File: src/rtl/dmem_pkg.sv
// Shared types and defaults for the data-memory arbiter and its round-robin sub-block.
package dmem_pkg;

  localparam int ADDR_W_DEF = 8;
  localparam int DATA_W_DEF = 16;
  localparam int CNT_W      = 16;

  typedef enum logic [1:0] {IDLE, ACCESS, RDATA} state_t;
  typedef enum logic {OWN_CPU, OWN_HOST} owner_t;

  // Grant counters stick at all-ones instead of wrapping.
  function automatic logic [CNT_W-1:0] sat_inc(input logic [CNT_W-1:0] v);
    return (v == '1) ? v : v + CNT_W'(1);
  endfunction

endpackage

File: src/rtl/rr_arb2.sv
// Two-input round-robin arbiter; remembers who was granted last and favours the other on a tie.
import dmem_pkg::*;

module rr_arb2 (
  input  logic   clk,
  input  logic   reset,
  input  logic   en,
  input  logic   req_cpu,
  input  logic   req_host,
  output logic   gnt_cpu,
  output logic   gnt_host,
  output owner_t last
);

  always_comb begin
    gnt_cpu  = 1'b0;
    gnt_host = 1'b0;
    if (en) begin
      if (req_cpu && req_host) begin
        gnt_cpu  = (last == OWN_HOST);
        gnt_host = (last == OWN_CPU);
      end else begin
        gnt_cpu  = req_cpu;
        gnt_host = req_host;
      end
    end
  end

  // Host counts as last owner out of reset so the CPU wins the first tie.
  always_ff @(posedge clk or negedge reset) begin
    if (!reset) begin
      last <= OWN_HOST;
    end else if (gnt_cpu) begin
      last <= OWN_CPU;
    end else if (gnt_host) begin
      last <= OWN_HOST;
    end
  end

endmodule

File: src/rtl/dmem_arbiter.sv
// Arbitrates CPU and host access to a synchronous single-port data memory (IDLE -> ACCESS -> RDATA).
import dmem_pkg::*;

module dmem_arbiter #(
  parameter int ADDR_W = ADDR_W_DEF,
  parameter int DATA_W = DATA_W_DEF
) (
  input  logic              clk,
  input  logic              reset,
  input  logic              cpu_req,
  input  logic              cpu_wr,
  input  logic [ADDR_W-1:0] cpu_addr,
  input  logic [DATA_W-1:0] cpu_wdata,
  output logic              cpu_gnt,
  output logic              cpu_rvalid,
  output logic [DATA_W-1:0] cpu_rdata,
  input  logic              host_req,
  input  logic              host_wr,
  input  logic [ADDR_W-1:0] host_addr,
  input  logic [DATA_W-1:0] host_wdata,
  output logic              host_gnt,
  output logic              host_rvalid,
  output logic [DATA_W-1:0] host_rdata,
  output logic [ADDR_W-1:0] mem_addr,
  output logic              mem_wr,
  output logic [DATA_W-1:0] mem_wdata,
  input  logic [DATA_W-1:0] mem_rdata,
  output logic [CNT_W-1:0]  cpu_cnt,
  output logic [CNT_W-1:0]  host_cnt
);

  state_t            state, state_nxt;
  owner_t            owner;
  logic              arb_en;
  logic [DATA_W-1:0] cpu_rdata_q, host_rdata_q;

  // Requests are only looked at in IDLE, and never while reset is held.
  assign arb_en = (state == IDLE) && reset;

  rr_arb2 u_arb (
    .clk      (clk),
    .reset    (reset),
    .en       (arb_en),
    .req_cpu  (cpu_req),
    .req_host (host_req),
    .gnt_cpu  (cpu_gnt),
    .gnt_host (host_gnt),
    .last     (owner)
  );

  always_ff @(posedge clk or negedge reset) begin
    if (!reset) begin
      state <= IDLE;
    end else begin
      state <= state_nxt;
    end
  end

  // mem_wr doubles as the latched access type while in ACCESS.
  always_comb begin
    state_nxt = state;
    case (state)
      IDLE:    if (cpu_gnt || host_gnt) state_nxt = ACCESS;
      ACCESS:  state_nxt = mem_wr ? IDLE : RDATA;
      RDATA:   state_nxt = IDLE;
      default: state_nxt = IDLE;
    endcase
  end

  // The memory port registers are the latch for the granted request.
  always_ff @(posedge clk or negedge reset) begin
    if (!reset) begin
      mem_wr    <= 1'b0;
      mem_addr  <= '0;
      mem_wdata <= '0;
    end else if (cpu_gnt) begin
      mem_wr    <= cpu_wr;
      mem_addr  <= cpu_addr;
      mem_wdata <= cpu_wdata;
    end else if (host_gnt) begin
      mem_wr    <= host_wr;
      mem_addr  <= host_addr;
      mem_wdata <= host_wdata;
    end else begin
      mem_wr    <= 1'b0;
    end
  end

  assign cpu_rvalid  = (state == RDATA) && (owner == OWN_CPU);
  assign host_rvalid = (state == RDATA) && (owner == OWN_HOST);
  assign cpu_rdata   = cpu_rvalid  ? mem_rdata : cpu_rdata_q;
  assign host_rdata  = host_rvalid ? mem_rdata : host_rdata_q;

  always_ff @(posedge clk or negedge reset) begin
    if (!reset) begin
      cpu_rdata_q  <= '0;
      host_rdata_q <= '0;
    end else begin
      if (cpu_rvalid)  cpu_rdata_q  <= mem_rdata;
      if (host_rvalid) host_rdata_q <= mem_rdata;
    end
  end

  always_ff @(posedge clk or negedge reset) begin
    if (!reset) begin
      cpu_cnt  <= '0;
      host_cnt <= '0;
    end else begin
      if (cpu_gnt)  cpu_cnt  <= sat_inc(cpu_cnt);
      if (host_gnt) host_cnt <= sat_inc(host_cnt);
    end
  end

endmodule

File: config.mk
export PLATFORM = sky130hd
export DESIGN_NAME = dmem_arbiter
export DESIGN_NICKNAME = d
export VERILOG_FILES = /design/src/rtl/dmem_pkg.sv /design/src/rtl/rr_arb2.sv /design/src/rtl/dmem_arbiter.sv
export SDC_FILE = /design/constraint.sdc
export NUM_CORES = 1
export LEC_CHECK = 0
export BUFFER_PORTS_ARGS = -buffer_cell sky130_fd_sc_hd__buf_2
export CORE_ASPECT_RATIO = 1.5
export CORE_MARGIN = 2
export CORE_UTILIZATION = 48
export DETAILED_ROUTE_END_ITERATION = 8
export PLACE_DENSITY_LB_ADDON = 0.12
export SLEW_MARGIN = 25
export SYNTH_ARGS = -nofsm -noshare
export SYNTH_HDL_FRONTEND = slang
export SYNTH_HIERARCHICAL = 1
export SYNTH_SLANG_ARGS = --single-unit
File: constraint.sdc
create_clock -name clk -period 2.9 [get_ports clk]
set_input_delay 0.58 -clock clk [delete_from_list [all_inputs] [get_ports clk]]
set_output_delay 0.58 -clock clk [all_outputs]
set_load 0.03 [all_outputs]
# Word-level counts from Yosys, hierarchy flattened

Index checks and enable logic that the tools add are counted.

Add/subtract/negate cells: 2
Eq/ne operators: 5
Multiplexer cells: 17
Bitwise gates (word level): 3
Reductions and logical operators: 9

Operator list:

| operator              | number |
|---|---|
| $mux 16               | 4 |
| $add 16x1->16 const B | 2 |
| $eq 16x16->1 const B  | 2 |
| $mux 8                | 2 |
| $mux 1                | 8 |
| $logic_and 1x1->1     | 4 |
| $mux 2                | 2 |
| $pmux 2 s2            | 1 |
| $reduce_and 2->1      | 2 |
| $not 1->1             | 3 |
| $eq 2x1->1 const B    | 1 |
| $eq 2x2->1 const B    | 1 |
| $logic_not 2->1       | 1 |
| $ne 2x1->1 const B    | 1 |
| $reduce_bool 2->1     | 1 |
| $logic_or 1x1->1      | 1 |

Output and inout port bits: 93
Bits of input ports: 70
Register bits after elaboration: 92
Logic and storage cells: 45

# Longest topological paths before layout

Gate-level depths: netlist of run 1.

Word-level depth: 6
Depth in mapped cells: 8
Depth with buffers taken out: 7

# By module

The synthesis of run 1 kept the hierarchy.

Modules (own cells, without submodules):

| module       | seq. area each (um2) | cells each | times used | area an instance (um2) |
|---|---|---|---|---|
| dmem_arbiter | 2277.2               | 357        | 1          | 3981.3 |
| rr_arb2      | 26.3                 | 8          | 1          | 62.6 |

# Worst setup path after synthesis of run 1

No wires, ideal clock.

Kind: input -> register
Start: input reset
End: register host_cnt[12]
Required time: 2775 ps
Path buffers: 0
Stages on the path: 7
Slack: 197 ps
Setup time: 125 ps
Arrival time: 2578 ps
Path through: nor3b_1 -> nand2_1 -> a21oi_1 -> inv_1 -> or3_1 -> nor2_1 -> mux2_2

Word-level cells in the longest chain between the ends: 3

Ends and longest elaborated chain:

| what                              | RTL line            | source |
|---|---|---|
| from (decl)                       | dmem_arbiter.sv:9   | `input logic reset,` |
| $logic_and 1x1->1                 | dmem_arbiter.sv:38  | `assign arb_en = (state == IDLE) && reset;` |
| $mux 1                            | rr_arb2.sv:18       | `if (en) begin` |
| named net host_gnt                | dmem_arbiter.sv:21  | `output logic host_gnt,` |
| $reduce_and 2->1 (no source line) | -                   |  |
| to (signal assigned)              | dmem_arbiter.sv:110 | `if (host_gnt) host_cnt <= sat_inc(host_cnt);` |
| to (decl)                         | dmem_arbiter.sv:29  | `output logic [CNT_W-1:0] host_cnt` |

The timed path passes the listed nets, and every way through them passes these cells.
A chain may end at the register's enable or synchronous reset.

# Worst setup path in the final report of run 1

Start: register state[0]
End: output host_gnt

Word-level cells in the longest chain between the ends: 3

Ends and longest elaborated chain:

| what                   | RTL line           | source |
|---|---|---|
| from (decl)            | dmem_arbiter.sv:32 | `state_t state, state_nxt;` |
| from (signal assigned) | dmem_arbiter.sv:55 | `state <= state_nxt;` |
| $logic_not 2->1        | dmem_arbiter.sv:38 |  |
| $logic_and 1x1->1      | dmem_arbiter.sv:38 |  |
| named net arb_en       | dmem_arbiter.sv:34 | `logic arb_en;` |
| $mux 1                 | rr_arb2.sv:18      |  |
| to (decl)              | dmem_arbiter.sv:21 |  |

The timed path passes the listed nets, and every way through them passes these cells.

==> results of run 1 <==
## metrics by stage
step | power, mW | util [%]
CTS | 6.02 | 64.2
global placement | 4.68 | 60.3
detailed placement | 4.76 | 60.3
finish | 5.95 | 64.2
floorplan | 3.91 | -
global route | 6.31 | 64.2
## state kept, by name (all words and copies together) (netlist names)
signal,flops
cpu_cnt,16
host_rdata_q,16
cpu_rdata_q,16
mem_addr,8
state,2
host_cnt,16
mem_wdata,16
mem_wr,1
u_arb/last,1
## layer usage
metal  vias up  part of all wire [%]  track usage (%)
met5         -                     0                0
met4         0                   2.0             9.77
met3        13                   5.5             3.71
met2       115                    52             37.2
met1      1545                    40             24.6
li1       1591                     -                -
## power by group
| part | switching, mW | internal, mW |
|---|---|---|
| clock | 0.464 | 0.778 |
| sequential | 0.281 | 1.77 |
| combinational | 1.83 | 0.823 |
## cell type report
type,instances,area share [%]
Clock buffer,12,4.62
Clock inverter,4,1.36
Inverter,4,0.282
Multi-Input combinational cell,257,31.8
Sequential cell,92,43.2
Tap cell,107,2.51
Timing Repair Buffer,169,16.2
## worst register-to-register path, cell delays in order (launching register included)
cell	delay, ns
dfrtp_1	0.42
nor3b_1	0.33
nand2_1	0.16
a21oi_4	0.17
nand4_1	0.16
nor3_1	0.48
nand3_1	0.16
mux2_2	0.29
## final timing paths
| path | end | slack [ns] | depth (start not counted) |
|---|---|---|---|
| setup / recovery | host_gnt | 0.19 | 5 |
| max in group asynchronous | host_cnt[6]$_DFFE_PN0P_ | 1.54 | 3 |
| setup reg to reg | host_cnt[15]$_DFFE_PN0P_ | 0.62 | 7 |
| min in group clk | state[1]$_DFFE_PN0P_ | 0.43 | 1 |
| hold / removal | mem_wdata[9]$_DFFE_PN0P_ | 0.28 | 2 |
| hold reg to reg | state[1]$_DFFE_PN0P_ | 0.43 | 1 |
## synthesized netlist by cell type, types with 4 or more instances
| cell | number | share of area, % |
|---|---|---|
| nand2_1 | 91 | 8.4 |
| mux2i_1 | 24 | 5.9 |
| xnor2_1 | 12 | 2.6 |
| buf_2 | 4 | 0.50 |
| nand3_1 | 10 | 1.2 |
| o21ai_0 | 26 | 3.2 |
| nor2_1 | 9 | 0.84 |
| mux2_2 | 19 | 5.3 |
| nor3_1 | 7 | 0.87 |
| clkbuf_1 | 7 | 0.65 |
| dfrtp_1 | 91 | 56 |
| xor2_1 | 14 | 3.0 |
| nand4_1 | 9 | 1.4 |
## cells by family after synthesis
logic type / after synthesis / synth area share [%]
AO/OA/AOI/OAI: 35 / 5.35
XOR/XNOR: 26 / 5.63
adder cells (fa/ha/maj): 2 / 0.619
buffers and inverters: 16 / 1.70
flip-flops: 92 / 57.0
multiplexers: 43 / 11.2
AND/OR/NAND/NOR: 151 / 18.5
==> results.py, run 1 <==
metrics = {
    "worst_setup_path": {
        "worstPathArrival_ns": 2.13,
        "critPathKind": "reg -> out",
        "cp_max_fo": 28,
        "cp_slowest_cell": "dfrtp_1",
        "end_kind": "output port",
        "slowest_delay_ns": 0.42,
        "required_ns": 2.32,
        "crit_family": "buffers and inverters",
        "crit_buf_inv": 2,
        "start_kind": "flip-flop",
        "cp_cell_sequence": "nor3b_1 -> nand2_1 -> a21oi_4 -> buf_4 -> buf_2",
        "timing.rr.start": "state[0]$_DFFE_PN0P_",
        "crit_start": "state[0]$_DFFE_PN0P_",
    },
    "die": {
        "die_w_um": 78.9,
        "dieHeight_um": 116,
        "rows": 41,
        "ios": 163,
        "core_um2": 8310,
        "die_area_um2": 9190,
        "start_util_pct": 48.7,
    },
    "timing": {
        "slew_viol_final": 0,
        "hold_viol": 0,
        "tns_ns": 0,
        "fin_skew_ns": 0.00782,
        "max_freq_mhz": 369,
        "whs_ns": 0.280,
        "setup_violations": 0,
        "tightest_slew_ns": 0.745,
        "rsz0062_at_grt": "false",
        "timing.slew.headroom_pct": 50.3,
        "fin_crit_ns": 2.71,
        "fin_crit_sh_pct": 93.4,
        "final.setup.worst_slack_ns": 0.192,
    },
    "cts": {
        "clk_latency_ns": 0.34,
        "holdBufCountCts": 0,
        "post_cts_buffers": 0,
        "cts_tree": "built",
        "cts-htree-levels": 3,
        "clk_pin_slew_ns": 0.07,
        "cts_resized": 0,
        "cts.sinks": 92,
        "clockBufferDepth": 2,
        "root_buffer": "clkbuf_16",
        "numCtsBuffers": 9,
    },
    "synth": {
        "yosysWarningCount": 6,
        "syn_inst": 365,
        "synth_top_flop_cell": "dfrtp_1",
        "synth-edff-count": 0,
        "yosysUniqueCellTypes": 39,
        "ys_seq_elements": 92,
        "synth.net_count": 437,
        "avgSynthCellArea_um2": 11.1,
        "seq_area_frac_synth_pct": 57.0,
        "async_reset_ff_share_pct": 100,
        "synth_area_um2": 4040,
    },
    "final_layout": {
        "fillers": 735,
        "area_growth_pct": 31.8,
        "diodes": 0,
        "final_nets": 605,
        "layout_common_cells": "buf_2, nand2_1, dfrtp_1",
        "seq_area_um2": 2300,
        "multi_input_area_um2": 1690,
        "final_area_um2": 5330,
        "final_common_cell": "buf_2",
        "drive_gt1_share_pct": 40.1,
        "fin_cells": 645,
    },
    "routing": {
        "ant_nets": 0,
        "wl_um": 9230,
        "drc": 0,
        "dr.pass1.iters": 4,
        "via_per_inst": 5.06,
        "routedWlPerCell_um": 14.3,
        "routed-via-count": 3264,
        "drt_iter0_drc": 147,
    },
    "global_routing": {
        "antenna_found_initial": 0,
        "grt_pass1_wl_um": 14900,
        "grt_overflow_total": 0,
        "grt_max_degree": 62,
        "grt_use_total_pct": 20.9,
        "grt_pass1_vias": 3245,
    },
    "run_status": {
        "status": "complete, no violations",
    },
    "placed_design": {
        "numPlacedInstances": 629,
        "io_buffers": 162,
        "dpl-instance-area_um2": 5010,
        "dp_hpwl_um": 6850,
        "place_congestion": 0.828,
        "post-place-ws_ns": 0.257,
    },
    "pwr": {
        "power_density_nw_per_um2": 1120,
        "p_leak_nw": 2.71,
        "ir_drop_mv": 0.602,
    },
    "min_path": {
        "hp-class": "in -> async",
    },
    "job": {
        "maxCapViolCount": 0,
    },
}
(Power assumes the default switching activity.)
==> run 2, diff against run 1 <==
- PLACE_DENSITY_LB_ADDON: 0.12 -> 0.25
==> results.py, run 2 (same netlist as run 1, synthesis figures left out) <==
metrics = {
    "run_status": {
        "status": "complete, no violations",
    },
    "routing": {
        "dr.pass1.iters": 4,
        "drc": 0,
        "via_per_inst": 5.07,
        "ant_nets": 0,
        "wl_um": 9180,
        "routed-via-count": 3276,
        "routedWlPerCell_um": 14.2,
        "drt_iter0_drc": 118,
    },
    "timing": {
        "rsz0062_at_grt": "false",
        "fin_crit_sh_pct": 81.6,
        "setup_violations": 0,
        "timing.slew.headroom_pct": 55.3,
        "tns_ns": 0,
        "hold_viol": 0,
        "fin_skew_ns": 0.00743,
        "slew_viol_final": 0,
        "whs_ns": 0.315,
        "tightest_slew_ns": 0.671,
        "fin_crit_ns": 2.37,
        "max_freq_mhz": 423,
    },
    "placed_design": {
        "place_congestion": 0.826,
        "dp_hpwl_um": 6990,
        "io_buffers": 162,
    },
    "pwr": {
        "p_seq_share_pct": 34.9,
        "p_switching_mw": 2.57,
        "p_int_mw": 3.31,
        "p_leak_nw": 2.71,
        "pwr-share-comb_pct": 45.2,
        "clkPwrFrac_pct": 19.9,
        "power_density_nw_per_um2": 1100,
        "switching_share_pct": 43.7,
        "ir_drop_mv": 0.615,
    },
    "cts": {
        "cts.sinks": 92,
        "numCtsBuffers": 9,
        "clk_latency_ns": 0.33,
        "cts-htree-levels": 3,
        "cts_resized": 0,
        "root_buffer": "clkbuf_16",
        "post_cts_buffers": 0,
        "clk_pin_slew_ns": 0.06,
        "holdBufCountCts": 0,
        "clockBufferDepth": 2,
        "cts_tree": "built",
    },
    "worst_setup_path": {
        "cp_cell_sequence": "nor3b_1 -> nand2_1 -> a21oi_4 -> nand4_1 -> nor3_1 -> nand3_1 -> mux2_2",
        "required_ns": 3.12,
        "slowest_delay_ns": 0.53,
        "crit_buf_inv": 0,
        "cp.depth": 7,
        "ff2ff_setup_slack_ns": 0.53,
        "critPathKind": "reg -> reg",
        "cp_slowest_cell": "nor3_1",
        "reg2reg_depth": 7,
        "cp_max_fo": 5,
        "end_kind": "flip-flop",
        "start_kind": "flip-flop",
        "worstPathArrival_ns": 2.58,
        "crit_family": "simple AND/OR/NAND/NOR gates",
    },
    "die": {
        "core_um2": 8310,
        "ios": 163,
        "dieHeight_um": 116,
        "die_w_um": 78.9,
        "die_area_um2": 9190,
        "start_util_pct": 48.7,
        "rows": 41,
    },
    "final_layout": {
        "final_common_cell": "buf_2",
        "area_growth_pct": 31.7,
        "multi_input_area_um2": 1690,
        "diodes": 0,
        "seq_area_um2": 2300,
        "fillers": 723,
        "drive_gt1_share_pct": 40.4,
        "final_nets": 606,
        "layout_common_cells": "buf_2, nand2_1, dfrtp_1",
    },
    "global_routing": {
        "grt_max_degree": 54,
        "grt_overflow_total": 0,
        "antenna_found_initial": 0,
        "grt_pass1_wl_um": 14900,
        "grt_use_total_pct": 20.8,
        "grt_pass1_vias": 3234,
    },
    "job": {
        "maxCapViolCount": 0,
    },
    "min_path": {
        "hp-class": "in -> async",
    },
}
-- run 2: cell types whose count changed in the layout (fill, tap and decap cells not counted), sizes merged --
cell,delta
buf,+1
bufinv,-1
clkinv,+1
-- run 2: metrics by stage --
step                area (um2)  worst slack [ns]  util [%]  total power [mW]  std cells
finish                    5320             0.534      64.1              5.88        646
global placement          5020             0.403      60.4              4.69        630
CTS                       5320             0.533      64.1              5.95        646
global route              5320             0.279      64.1              6.22        646
floorplan                 4040             0.197         -              3.91        365
detailed placement        5020             0.370      60.4              4.77        630
-- run 2: power groups by stage --
stage / Combinational [mW] / Sequential, mW / Clock, mW
floorplan: 1.42 / 2.49 / 0
global placement: 2.64 / 2.05 / 0
detailed placement: 2.70 / 2.07 / 0
CTS: 2.69 / 2.06 / 1.20
global route: 2.85 / 2.12 / 1.25
finish: 2.66 / 2.05 / 1.17
-- run 2: routing by layer --
metal / track usage, % / vias up / share of wire, %
met1: 23.1 / 1543 / 39
met5: 0 / - / 0
li1: - / 1602 / -
met3: 3.48 / 14 / 5.3
met4: 9.77 / 0 / 2.1
met2: 38.6 / 117 / 54
-- run 2: worst paths after layout --
kind,endpoint,from
setup / recovery,host_cnt[15]$_DFFE_PN0P_,state[1]$_DFFE_PN0P_
hold / removal,host_rdata_q[2]$_DFF_PN0_,reset
setup reg to reg,host_cnt[15]$_DFFE_PN0P_,state[1]$_DFFE_PN0P_
hold reg to reg,state[1]$_DFFE_PN0P_,mem_wr$_DFF_PN0_
max in group asynchronous,host_rdata_q[11]$_DFF_PN0_,reset
min in group clk,state[1]$_DFFE_PN0P_,mem_wr$_DFF_PN0_
-- run 2: final cells by class --
| cell class | instances | share of cell area, % |
|---|---|---|
| multi-input cells | 257 | 31.8 |
| inverters | 4 | 0.282 |
| clock buffers | 12 | 4.82 |
| flip-flops and latches | 92 | 43.3 |
| clock inverters | 4 | 0.893 |
| well taps | 107 | 2.51 |
| repair buffers | 170 | 16.4 |
==> run 3, diff against run 2 <==
- clock period: 2.9 -> 2.3 ns (I/O delays scaled with it)
==> results.py, run 3 (same netlist as run 1, synthesis figures left out) <==
metrics = {
    "run_status": {
        "status": "complete, no violations",
    },
    "worst_setup_path": {
        "cp_cell_sequence": "nor3b_2 -> buf_6 -> mux2_2 -> buf_2",
        "ff2ff_setup_slack_ns": 0.21,
        "worstPathArrival_ns": 1.77,
        "critPathKind": "reg -> out",
        "start_kind": "flip-flop",
        "cp_slowest_cell": "dfrtp_1",
        "reg2reg_depth": 7,
        "worst_r2r_endpoint": "host_cnt[12]$_DFFE_PN0P_",
        "cp_max_fo": 17,
        "required_ns": 1.84,
        "slowest_delay_ns": 0.42,
        "timing.rr.start": "state[0]$_DFFE_PN0P_",
        "end_kind": "output port",
    },
    "timing": {
        "rsz0062_at_grt": "false",
        "setup_violations": 0,
        "hold_viol": 0,
        "fin_skew_ns": 0.00733,
        "tns_ns": 0,
        "tightest_slew_ns": 0.749,
        "max_freq_mhz": 449,
        "slew_viol_final": 0,
        "fin_crit_ns": 2.23,
        "fin_crit_sh_pct": 96.8,
        "timing.slew.headroom_pct": 50.0,
    },
    "final_layout": {
        "final_common_cell": "buf_2",
        "fin_cells": 655,
        "final_nets": 615,
        "area_growth_pct": 35.7,
        "diodes": 0,
        "fillers": 689,
        "layout_common_cells": "buf_2, nand2_1, dfrtp_1",
        "drive_gt1_share_pct": 42.2,
    },
    "die": {
        "die_area_um2": 9190,
        "rows": 41,
        "dieHeight_um": 116,
        "core_um2": 8310,
        "die_w_um": 78.9,
        "ios": 163,
        "start_util_pct": 48.7,
    },
    "global_routing": {
        "grt_overflow_total": 0,
        "antenna_found_initial": 0,
        "grt_max_degree": 62,
        "grt_pass1_vias": 3208,
        "grt_pass1_wl_um": 15200,
        "grt_use_total_pct": 21.3,
    },
    "cts": {
        "holdBufCountCts": 0,
        "numCtsBuffers": 9,
        "cts_tree": "built",
        "clk_latency_ns": 0.34,
        "clockBufferDepth": 2,
        "clk_pin_slew_ns": 0.06,
        "root_buffer": "clkbuf_16",
        "cts.sinks": 92,
        "cts-htree-levels": 3,
    },
    "placed_design": {
        "place_congestion": 0.851,
        "numPlacedInstances": 635,
        "dp_hpwl_um": 6760,
        "io_buffers": 162,
    },
    "routing": {
        "via_per_inst": 5.12,
        "drc": 0,
        "routedWlPerCell_um": 14.3,
        "met2_length_um": 4780,
        "highest_layer": "met4",
        "wl_met1_um": 3850,
        "wl_um": 9350,
        "ant_nets": 0,
        "dr.pass1.iters": 5,
        "drt_iter0_drc": 146,
        "wl_met3_um": 596,
        "routed-via-count": 3355,
    },
    "job": {
        "maxCapViolCount": 0,
    },
    "pwr": {
        "power_density_nw_per_um2": 1410,
        "p_leak_nw": 2.80,
        "ir_drop_mv": 0.820,
    },
    "min_path": {
        "hp-class": "in -> async",
    },
}
==> run 3: cell count changes in the layout (fill, tap and decap cells not counted), sizes merged <==
cell,before,now
buf,170,177
bufinv,1,3
bufbuf,0,1
clkbuf,12,11
==> run 3: repair_timing <==
item / CTS / global route
endpoints found under the setup margin: 17 / 18
cloned: 1 / 0
pin swaps: 0 / 1
gates resized for setup: 5 / 3
buffers inserted: 0 / 3
==> run 3: final cells by class <==
type	count	area, um2	share of cell area [%]
clock buffers	10	239	4.35
well taps	107	134	2.44
repair buffers	179	985	17.9
flip-flops and latches	92	2300	42.0
multi-input cells	257	1700	31.0
inverters	4	16.3	0.296
clock inverters	6	111	2.03
==> run 3: metrics by stage <==
stage                     setup slack [ns]  instance area (um2)  utilization (%)  hold WS [ns]  power (mW)
after floorplan                    -0.0273                 4060                -         0.164        4.94
after global placement              0.0281                 5060             60.9         0.447        5.94
after detailed placement            0.0190                 5060             60.9         0.443        6.04
after CTS                           0.0211                 5460             65.7         0.165        7.82
after global routing               0.00216                 5490             66.0         0.183        8.21
final                               0.0747                 5490             66.0         0.157        7.76
==> run 3: how the worst max path moves through the flow <==
stage                               endpoint  cells past startpoint                  from  slack, ns
floorplan           host_cnt[12]$_DFFE_PN0P_                      7                 reset      -0.03
CTS                             cpu_rdata[2]                      4  state[0]$_DFFE_PN0P_       0.02
global route                    cpu_rdata[2]                      4  state[0]$_DFFE_PN0P_      0.002
detailed placement                  host_gnt                      6                 reset       0.02
global placement                    host_gnt                      6                 reset       0.03
finish                          cpu_rdata[3]                      4  state[0]$_DFFE_PN0P_       0.07
==> run 3: where the power goes <==
part / switching [mW] / total [mW] / internal (mW)
registers: 0.364 / 2.60 / 2.24
logic: 2.34 / 3.46 / 1.12
clock network: 0.607 / 1.70 / 1.09
total: 3.31 / 7.76 / 4.45
==> run 3: layer usage <==
layer	vias to the layer above	track usage, %
met1	1607	25.1
met2	124	36.8
met5	-	0
met3	10	6.65
met4	0	7.36
li1	1614	-
==> run 3: critical path: cells and delay by family (launching register included) <==
kind                   cells  cell delay (ns)
muxes                      1             0.38
buffers and inverters      2             0.41
DFF                        1             0.42
and+or+nand+nor            1             0.22
